## config.mk

```make
export PLATFORM = sky130hd
export DESIGN_NAME = alu_seq_driver
export DESIGN_NICKNAME = d
export VERILOG_FILES = /design/src/rtl/alu_seq_pkg.sv /design/src/rtl/alu_seq_regfile.sv /design/src/rtl/alu_seq_driver.sv
export SDC_FILE = /design/constraint.sdc
export NUM_CORES = 1
export LEC_CHECK = 0
export BUFFER_PORTS_ARGS = -buffer_cell sky130_fd_sc_hd__buf_2
export CORE_MARGIN = 4
export CORE_UTILIZATION = 57
export DETAILED_ROUTE_END_ITERATION = 8
export PLACE_DENSITY = 0.92
export SKIP_LAST_GASP = 1
export SLEW_MARGIN = 5
export SYNTH_ARGS = -nofsm -noshare
export SYNTH_HDL_FRONTEND = slang
export SYNTH_HIERARCHICAL = 1
export SYNTH_SLANG_ARGS = --single-unit
```

## constraint.sdc

```tcl
create_clock -name clk -period 7.6 [get_ports clk]
set_clock_uncertainty 0.2 [all_clocks]
set_input_delay 0.38 -clock clk [delete_from_list [all_inputs] [get_ports clk]]
set_output_delay 0.38 -clock clk [all_outputs]
set_load 0.005 [all_outputs]
```

## src/rtl/alu_seq_pkg.sv

```systemverilog
// Shared constants, opcode map and FSM state type for the ALU sequencer.
package alu_seq_pkg;

    localparam int unsigned DEFAULT_DATA_W = 16;

    localparam logic [3:0] OP_ADD  = 4'd0;
    localparam logic [3:0] OP_SUB  = 4'd1;
    localparam logic [3:0] OP_INC  = 4'd2;
    localparam logic [3:0] OP_DEC  = 4'd3;
    localparam logic [3:0] OP_AND  = 4'd4;
    localparam logic [3:0] OP_OR   = 4'd5;
    localparam logic [3:0] OP_XOR  = 4'd6;
    localparam logic [3:0] OP_NOT  = 4'd7;
    localparam logic [3:0] OP_SHL  = 4'd8;
    localparam logic [3:0] OP_SHR  = 4'd9;
    localparam logic [3:0] OP_LAST = OP_SHR;

    typedef enum logic [1:0] {
        StIdle,
        StIssue,
        StCapture,
        StResp
    } seq_state_t;

    function automatic logic op_is_legal(input logic [3:0] op);
        return op <= OP_LAST;
    endfunction

endpackage

```

## src/rtl/alu_seq_regfile.sv

```systemverilog
// Operand register file: two combinational read ports, one synchronous write port,
// asynchronously cleared.
module alu_seq_regfile #(
    parameter int unsigned DATA_W   = 16,
    parameter int unsigned RF_DEPTH = 4,
    localparam int unsigned IW      = $clog2(RF_DEPTH)
) (
    input  logic              clk,
    input  logic              rst_n,
    input  logic [IW-1:0]     rd_addr_a_i,
    input  logic [IW-1:0]     rd_addr_b_i,
    output logic [DATA_W-1:0] rd_data_a_o,
    output logic [DATA_W-1:0] rd_data_b_o,
    input  logic              wr_en_i,
    input  logic [IW-1:0]     wr_addr_i,
    input  logic [DATA_W-1:0] wr_data_i
);

    logic [DATA_W-1:0] mem_q [RF_DEPTH];

    always_ff @(posedge clk or negedge rst_n) begin
        if (!rst_n) begin
            for (int i = 0; i < RF_DEPTH; i++) begin
                mem_q[i] <= '0;
            end
        end else if (wr_en_i) begin
            mem_q[wr_addr_i] <= wr_data_i;
        end
    end

    assign rd_data_a_o = mem_q[rd_addr_a_i];
    assign rd_data_b_o = mem_q[rd_addr_b_i];

endmodule

```

## src/rtl/alu_seq_driver.sv

```systemverilog
// Command-driven sequencer for the external combinational ALU.
// Define ALU_SEQ_FLAGS_EN to add the rsp_zero / rsp_carry response flags.
module alu_seq_driver
    import alu_seq_pkg::*;
#(
    parameter int unsigned DATA_W   = DEFAULT_DATA_W,
    parameter int unsigned RF_DEPTH = 4,
    localparam int unsigned IW      = $clog2(RF_DEPTH)
) (
    input  logic              clk,
    input  logic              rst_n,
    input  logic              cmd_valid,
    output logic              cmd_ready,
    input  logic              cmd_load,
    input  logic [3:0]        cmd_op,
    input  logic [IW-1:0]     cmd_dst,
    input  logic [IW-1:0]     cmd_srca,
    input  logic [IW-1:0]     cmd_srcb,
    input  logic [DATA_W-1:0] cmd_imm,
    output logic [DATA_W-1:0] alu_a,
    output logic [DATA_W-1:0] alu_b,
    output logic [3:0]        alu_mode,
    input  logic [DATA_W:0]   alu_out,
    output logic              rsp_valid,
    input  logic              rsp_ready,
    output logic [DATA_W:0]   rsp_data,
    output logic              rsp_err
`ifdef ALU_SEQ_FLAGS_EN
    ,
    output logic              rsp_zero,
    output logic              rsp_carry
`endif
);

    seq_state_t        state_q;
    logic [IW-1:0]     dst_q;
    logic [DATA_W-1:0] rd_a, rd_b, wr_data;
    logic [IW-1:0]     wr_addr;
    logic              wr_en;
    logic              accept;

    // Held low during reset so no command can be taken while the block is cleared.
    assign cmd_ready = rst_n && (state_q == StIdle);
    assign rsp_valid = (state_q == StResp);
    assign accept    = cmd_valid && cmd_ready;

    always_comb begin
        wr_en   = 1'b0;
        wr_addr = cmd_dst;
        wr_data = cmd_imm;
        if (accept && cmd_load) begin
            wr_en = 1'b1;
        end else if (state_q == StCapture) begin
            wr_en   = 1'b1;
            wr_addr = dst_q;
            wr_data = alu_out[DATA_W-1:0];
        end
    end

    alu_seq_regfile #(
        .DATA_W   (DATA_W),
        .RF_DEPTH (RF_DEPTH)
    ) u_regfile (
        .clk         (clk),
        .rst_n       (rst_n),
        .rd_addr_a_i (cmd_srca),
        .rd_addr_b_i (cmd_srcb),
        .rd_data_a_o (rd_a),
        .rd_data_b_o (rd_b),
        .wr_en_i     (wr_en),
        .wr_addr_i   (wr_addr),
        .wr_data_i   (wr_data)
    );

    always_ff @(posedge clk or negedge rst_n) begin
        if (!rst_n) begin
            state_q  <= StIdle;
            dst_q    <= '0;
            alu_a    <= '0;
            alu_b    <= '0;
            alu_mode <= '0;
            rsp_data <= '0;
            rsp_err  <= 1'b0;
        end else begin
            unique case (state_q)
                StIdle: begin
                    if (accept) begin
                        if (cmd_load) begin
                            rsp_data <= {1'b0, cmd_imm};
                            rsp_err  <= 1'b0;
                            state_q  <= StResp;
                        end else if (!op_is_legal(cmd_op)) begin
                            rsp_data <= '0;
                            rsp_err  <= 1'b1;
                            state_q  <= StResp;
                        end else begin
                            // Operands latched here, so a source equal to dst sees the old value.
                            alu_a    <= rd_a;
                            alu_b    <= rd_b;
                            alu_mode <= cmd_op;
                            dst_q    <= cmd_dst;
                            rsp_err  <= 1'b0;
                            state_q  <= StIssue;
                        end
                    end
                end
                StIssue: state_q <= StCapture;
                StCapture: begin
                    rsp_data <= alu_out;
                    state_q  <= StResp;
                end
                StResp: begin
                    if (rsp_ready) begin
                        state_q <= StIdle;
                    end
                end
                default: state_q <= StIdle;
            endcase
        end
    end

`ifdef ALU_SEQ_FLAGS_EN
    always_ff @(posedge clk or negedge rst_n) begin
        if (!rst_n) begin
            rsp_zero  <= 1'b0;
            rsp_carry <= 1'b0;
        end else if (accept) begin
            rsp_zero  <= 1'b0;
            rsp_carry <= 1'b0;
        end else if (state_q == StCapture) begin
            rsp_zero  <= (alu_out[DATA_W-1:0] == '0);
            rsp_carry <= alu_out[DATA_W];
        end
    end
`endif

endmodule

```

; Word-level counts from Yosys, hierarchy flattened
; Index checks and enable logic that the tools add are counted.
[word_totals]
register_bits = 122
inputBits = 48
output_inout_bits = 56
[classes]
n_lt_le_gt_ge = 5
eq_ne = 6
mux = 26
bitwise_logic = 4
n_reduce_logical = 10
[op_table]
columns = op, n
row1 = 2-to-1 mux 16 bit, 7
row2 = binary-select mux 16 bit (select 2 bit), 2
row3 = bitwise mux 64 bit, 1
row4 = 2-to-1 mux 17 bit, 3
row5 = case mux 17 bit (2 select lines), 1
row6 = demux 16 bit (select 2 bit), 1
row7 = 2-to-1 mux 2 bit, 6
row8 = greater-or-equal comparator 3 bit (second input constant), 3
row9 = inverter 2 -> 3 bit, 3
row10 = case mux 2 bit (4 select lines), 1
row11 = == test 2 bit (second input constant), 2
row12 = less-or-equal comparator 4 bit (second input constant), 1
row13 = logical AND 1 bit, 4
row14 = 2-to-1 mux 1 bit, 4
row15 = AND reduction 2 bit, 2
row16 = AND reduction 4 bit, 1
row17 = less-than comparator 3 x 1 -> 1 bit (second input constant), 1
row18 = inequality test 3 bit (second input constant), 1
row19 = AND reduction 3 bit, 1
row20 = == test 2 x 1 -> 1 bit (second input constant), 1
row21 = zero test 2 bit, 1
row22 = inequality test 2 x 1 -> 1 bit (second input constant), 1
row23 = inequality test 2 bit (second input constant), 1
row24 = nonzero test 2 bit, 1
row25 = inverter 1 bit, 1

; Logic depth before layout (Yosys ltp)
[depth]
ltp_word = 11
ltp_mapped = 8

; Hierarchy
; The synthesis kept the hierarchy.
[modules_own_cells]
columns = mod, instances, cells_per_inst, area_each_um2
row1 = alu_seq_regfile, 1, 176, 3174.3
row2 = alu_seq_driver, 1, 187, 2730.1

; Worst setup path after synthesis
; Ideal clock, no wire load.
[synth_path]
path_type = register to register
start = register state_q[0]
end = register u_regfile/mem_q[48] (netlist bit)
setup_ns = 0.125
arrival_ns = 2.399
setup_slack_ns = 4.876
stages_incl_launch_ff = 9
n_path_buf = 1
path_cell_list = dfrtp_1 > inv_1 > ha_1 > nand3_4 > o21ai_4 > mux2_2 > nor3b_4 > buf_6 > mux2_2
[synth_between]
elab_chain_len = 11
word_cells_on_any_way = 18
cone_classes = 2 x order compare / 1 x eq/ne / 9 x mux / 1 x bitwise / 5 x reduce/logical
[synth_rtl]
columns = element, line_no
row1 = from (decl), alu_seq_driver.sv:35  ; seq_state_t state_q;
row2 = from (signal assigned), alu_seq_driver.sv:77  ; state_q <= StIdle;
row3 = from (signal assigned), alu_seq_driver.sv:91  ; state_q <= StResp;
row4 = from (signal assigned), alu_seq_driver.sv:95  ; state_q <= StResp;
row5 = zero test 2 bit, alu_seq_driver.sv:43  ; assign cmd_ready = rst_n && (state_q == StIdle);
row6 = logical AND 1 bit, alu_seq_driver.sv:43
row7 = logical AND 1 bit, alu_seq_driver.sv:45  ; assign accept = cmd_valid && cmd_ready;
row8 = logical AND 1 bit, alu_seq_driver.sv:51  ; if (accept && cmd_load) begin
row9 = 2-to-1 mux 2 bit *, alu_seq_driver.sv:51
row10 = named net wr_addr[1], alu_seq_driver.sv:38  ; logic [IW-1:0] wr_addr;
row11 = inverter 2 -> 3 bit (not written as such) *, alu_seq_regfile.sv:27  ; mem_q[wr_addr_i] <= wr_data_i;
row12 = greater-or-equal comparator 3 bit (not written as such) / less-than comparator 3 x 1 -> 1 bit (equally long branches), alu_seq_regfile.sv:27
row13 = logical AND 1 bit (not written as such), alu_seq_regfile.sv:27
row14 = 2-to-1 mux 16 bit (not written as such), alu_seq_regfile.sv:27
row15 = demux 16 bit (select 2 bit) *, alu_seq_regfile.sv:27
row16 = bitwise mux 64 bit *, alu_seq_regfile.sv:27
row17 = "to (signal, indexed assignment)", alu_seq_regfile.sv:27
row18 = to (decl), alu_seq_regfile.sv:19  ; logic [DATA_W-1:0] mem_q [RF_DEPTH];
; The timed path passes the listed nets; every way through them passes the cells marked *.
; A chain may end at the register's enable or synchronous reset.

; Worst setup path after layout
[layout_path]
start = register state_q[0]
end = register u_regfile/mem_q[53] (netlist bit)
; The elaborated chain is that of the path after synthesis.

==> results_dict.tcl <==
set metrics [dict create \
    power.density_nw_per_um2 427.5 \
    clock_path_buffers 2 \
    synth.distinct_cells 33 \
    start_kind "flip-flop" \
    reg2reg_from "state_q[0]$_DFFE_PN0P_" \
    drive_above_1_share_pct 60.29 \
    critical_path_class "flip-flop to flip-flop" \
    rows 36 \
    num-fill-cells 629 \
    worstReg2RegEnd "u_regfile/mem_q[53]$_DFFE_PN0P_" \
    synth_top_area_cell "dfrtp_1" \
    cts_tree "built" \
    path_cells "inv_1 > ha_1 > o21ai_4 > mux2_2 > nor3b_4 > mux2_2" \
    antenna_cells 0 \
    area_growth_pct 20.22 \
    drt_iter0_markers 169 \
    crit_slowest_cell "ha_1" \
    multi_input_comb_area_um2 2690 \
    rsz0062_at_grt "false" \
    num_io_pins 104 \
    r2r_slack_ns 3.91 \
    synth.most_common_cell "dfrtp_1" \
    drv_cap 0 \
    clk_pin_slew_ns 0.06 \
    crit_start "state_q[0]$_DFFE_PN0P_" \
    ys_ff_latch 122 \
    arrival_ns 3.89 \
    grt_pass1_vias 3983 \
    coreArea_um2 9910 \
    routedWlPerCell_um 21.58 \
    yosysWarningCount 6 \
    fp.dieArea_um2 12050 \
    end_kind "flip-flop" \
    synth_nets 415 \
    synth_area_leaders "dfrtp_1 52%, mux2_2 22%, mux4_2 12%" \
    detail-route-antenna-nets 0 \
    drt-total-wl_mm 13.36 \
    synthTopCellsByCount "122 x dfrtp_1, 117 x mux2_2, 32 x mux4_2" \
    initial_core_util_pct 59.58 \
    maxSlewViolCount 0 \
    cts_sinks 122 \
    synth_top_area_share_pct 51.71 \
    cts_resized 0 \
    post-route-min-period_ns 3.685 \
    ys_seq_area_share_pct 51.71 \
    reg2reg_depth 6 \
    dp_cells 580 \
    htreeDepth 4 \
    cts_buffers 17 \
    crit_path_frequent_cell "mux2_2" \
    max_freq_mhz 271.4 \
    slew-limit-headroom_pct 26.64 \
    synth_edf_count 0 \
    grt_max_degree 92 \
    drc 0 \
    vdd_drop_max_v 0.0001969 \
    synthCells 363 \
    final_hold_viol_count 0 \
    status "complete, no violations" \
    grt.total_usage_pct 23.94 \
    tns_ns 0 \
    antenna_found_initial 0 \
    syn_area_per_cell_um2 16.27 \
    gr-total-overflow 0 \
    via_per_inst 6.031 \
    crit_path_max_incr_delay_ns 0.83 \
    first_pass_iters 4 \
    die_w_um 109.8 \
    layout.nets 527 \
    ys.flop_type "dfrtp_1" \
    vias 3733 \
    tightest_slew_ns 1.100 \
    stdcell_count 619 \
    hp-class "input pin to flip-flop" \
    gp_congestion 0.8028 \
    period_share_pct 48.49 \
    clk_latency_ns 0.53 \
    crit_path_max_fanout 22 \
    clockRootBuffer "clkbuf_8" \
    async_flop_share_pct 100.0 \
    hp-start "cmd_imm[1]" \
    die_h_um 109.8 \
    grt_pass1_wl_mm 21.14 \
    setup.worst_path.end "u_regfile/mem_q[53]$_DFFE_PN0P_" \
    portBuffers 103 \
    synth_area_um2 5904 \
    regArea_um2 3053 \
    setup_viol 0 \
    p_leak_nw 3.306 \
    dp_hpwl_mm 8.454 \
    critPathRequiredTime_ns 7.81 \
]
sequential cells by signal, indices dropped and copies added, names as in the netlist:
| name | cells |
|---|---|
| u_regfile/mem_q | 64 |
| rsp_data | 17 |
| alu_a | 16 |
| alu_b | 16 |
| alu_mode | 4 |
| dst_q | 2 |
| state_q | 2 |
| rsp_err | 1 |
critical path: cells and delay by family (launching register included):
family	cells	cell delay, ns
AOI/OAI and AO/OA	1	0.40
muxes	2	0.87
DFF	1	0.38
adders and majority gates	1	0.83
buffers and inverters	1	0.13
and+or+nand+nor	1	0.75
metal layers:
| metal | track usage [%] | up-vias | wire length (µm) |
|---|---|---|---|
| li1 | - | 1618 | - |
| met1 | 30.50 | 1952 | 5515 |
| met2 | 39.41 | 134 | 6823 |
| met3 | 6.283 | 29 | 745 |
| met4 | 9.261 | 0 | 273 |
| met5 | 0 | - | 0 |
placed cells by master, fill, tap and decap left out, types with 2 or more instances in the layout:
cell / instances
nor2b_1: 3
buf_2: 102
nor2_1: 2
nor3b_4: 2
dfrtp_1: 122
mux2_2: 117
nand2_1: 3
clkbuf_16: 16
buf_4: 4
clkbuf_8: 5
nand3b_2: 2
clkinvlp_4: 2
a22o_1: 16
dlygate4sd3_1: 9
ha_1: 4
mux2_1: 19
mux4_2: 32
inv_1: 4
clkinv_2: 5
logic make-up after synthesis:
family,count (synthesis),synth area share (%)
flops,122,51.71
buf+inv,26,2.839
fa+ha+maj,4,0.8477
mux,169,38.31
simple gates,16,2.225
compound gates,26,4.069
final cells by class:
| type | count | area share (%) |
|---|---|---|
| multi-input cells | 215 | 37.90 |
| clock inverters | 8 | 0.9871 |
| clock buffers | 22 | 6.663 |
| repair buffers | 115 | 8.884 |
| inverters | 4 | 0.2115 |
| flip-flops and latches | 122 | 43.01 |
| well taps | 133 | 2.344 |
power breakdown:
part           internal (mW)  switching, mW
logic                  0.659          0.469
clock network          0.461          0.273
registers              0.972          0.200
total                   2.09          0.942
worst min path at each step:
stage,end,depth (start not counted)
CTS,rsp_data[15]$_DFFE_PN0P_,3
floorplan,alu_a[0]$_DFFE_PN0P_,0
finish,rsp_data[1]$_DFFE_PN0P_,3
global placement,alu_mode[0]$_DFFE_PN0P_,1
global route,rsp_data[15]$_DFFE_PN0P_,3
detailed placement,alu_mode[0]$_DFFE_PN0P_,1
stage by stage:
step	util (%)	setup WS [ns]	area [µm²]	total power [mW]	hold slack, ns
2_1_floorplan	-	4.876	5904	1.932	-0.1156
3_3_place_gp	65.24	4.069	6465	2.208	0.1469
3_5_place_dp	65.24	3.922	6465	2.283	0.1539
4_1_cts	71.63	3.921	7098	3.050	0.002695
5_1_grt	71.63	3.742	7098	3.202	0.0004499
6_report	71.63	3.915	7098	3.035	0.02414
what timing repair did:
| action | CTS | global route |
|---|---|---|
| hold endpoints to repair | 39 | 0 |
| hold buffers | 9 | 0 |
| setup buffers | 0 | 0 |
Note: power is estimated with default switching activity, not from simulation.
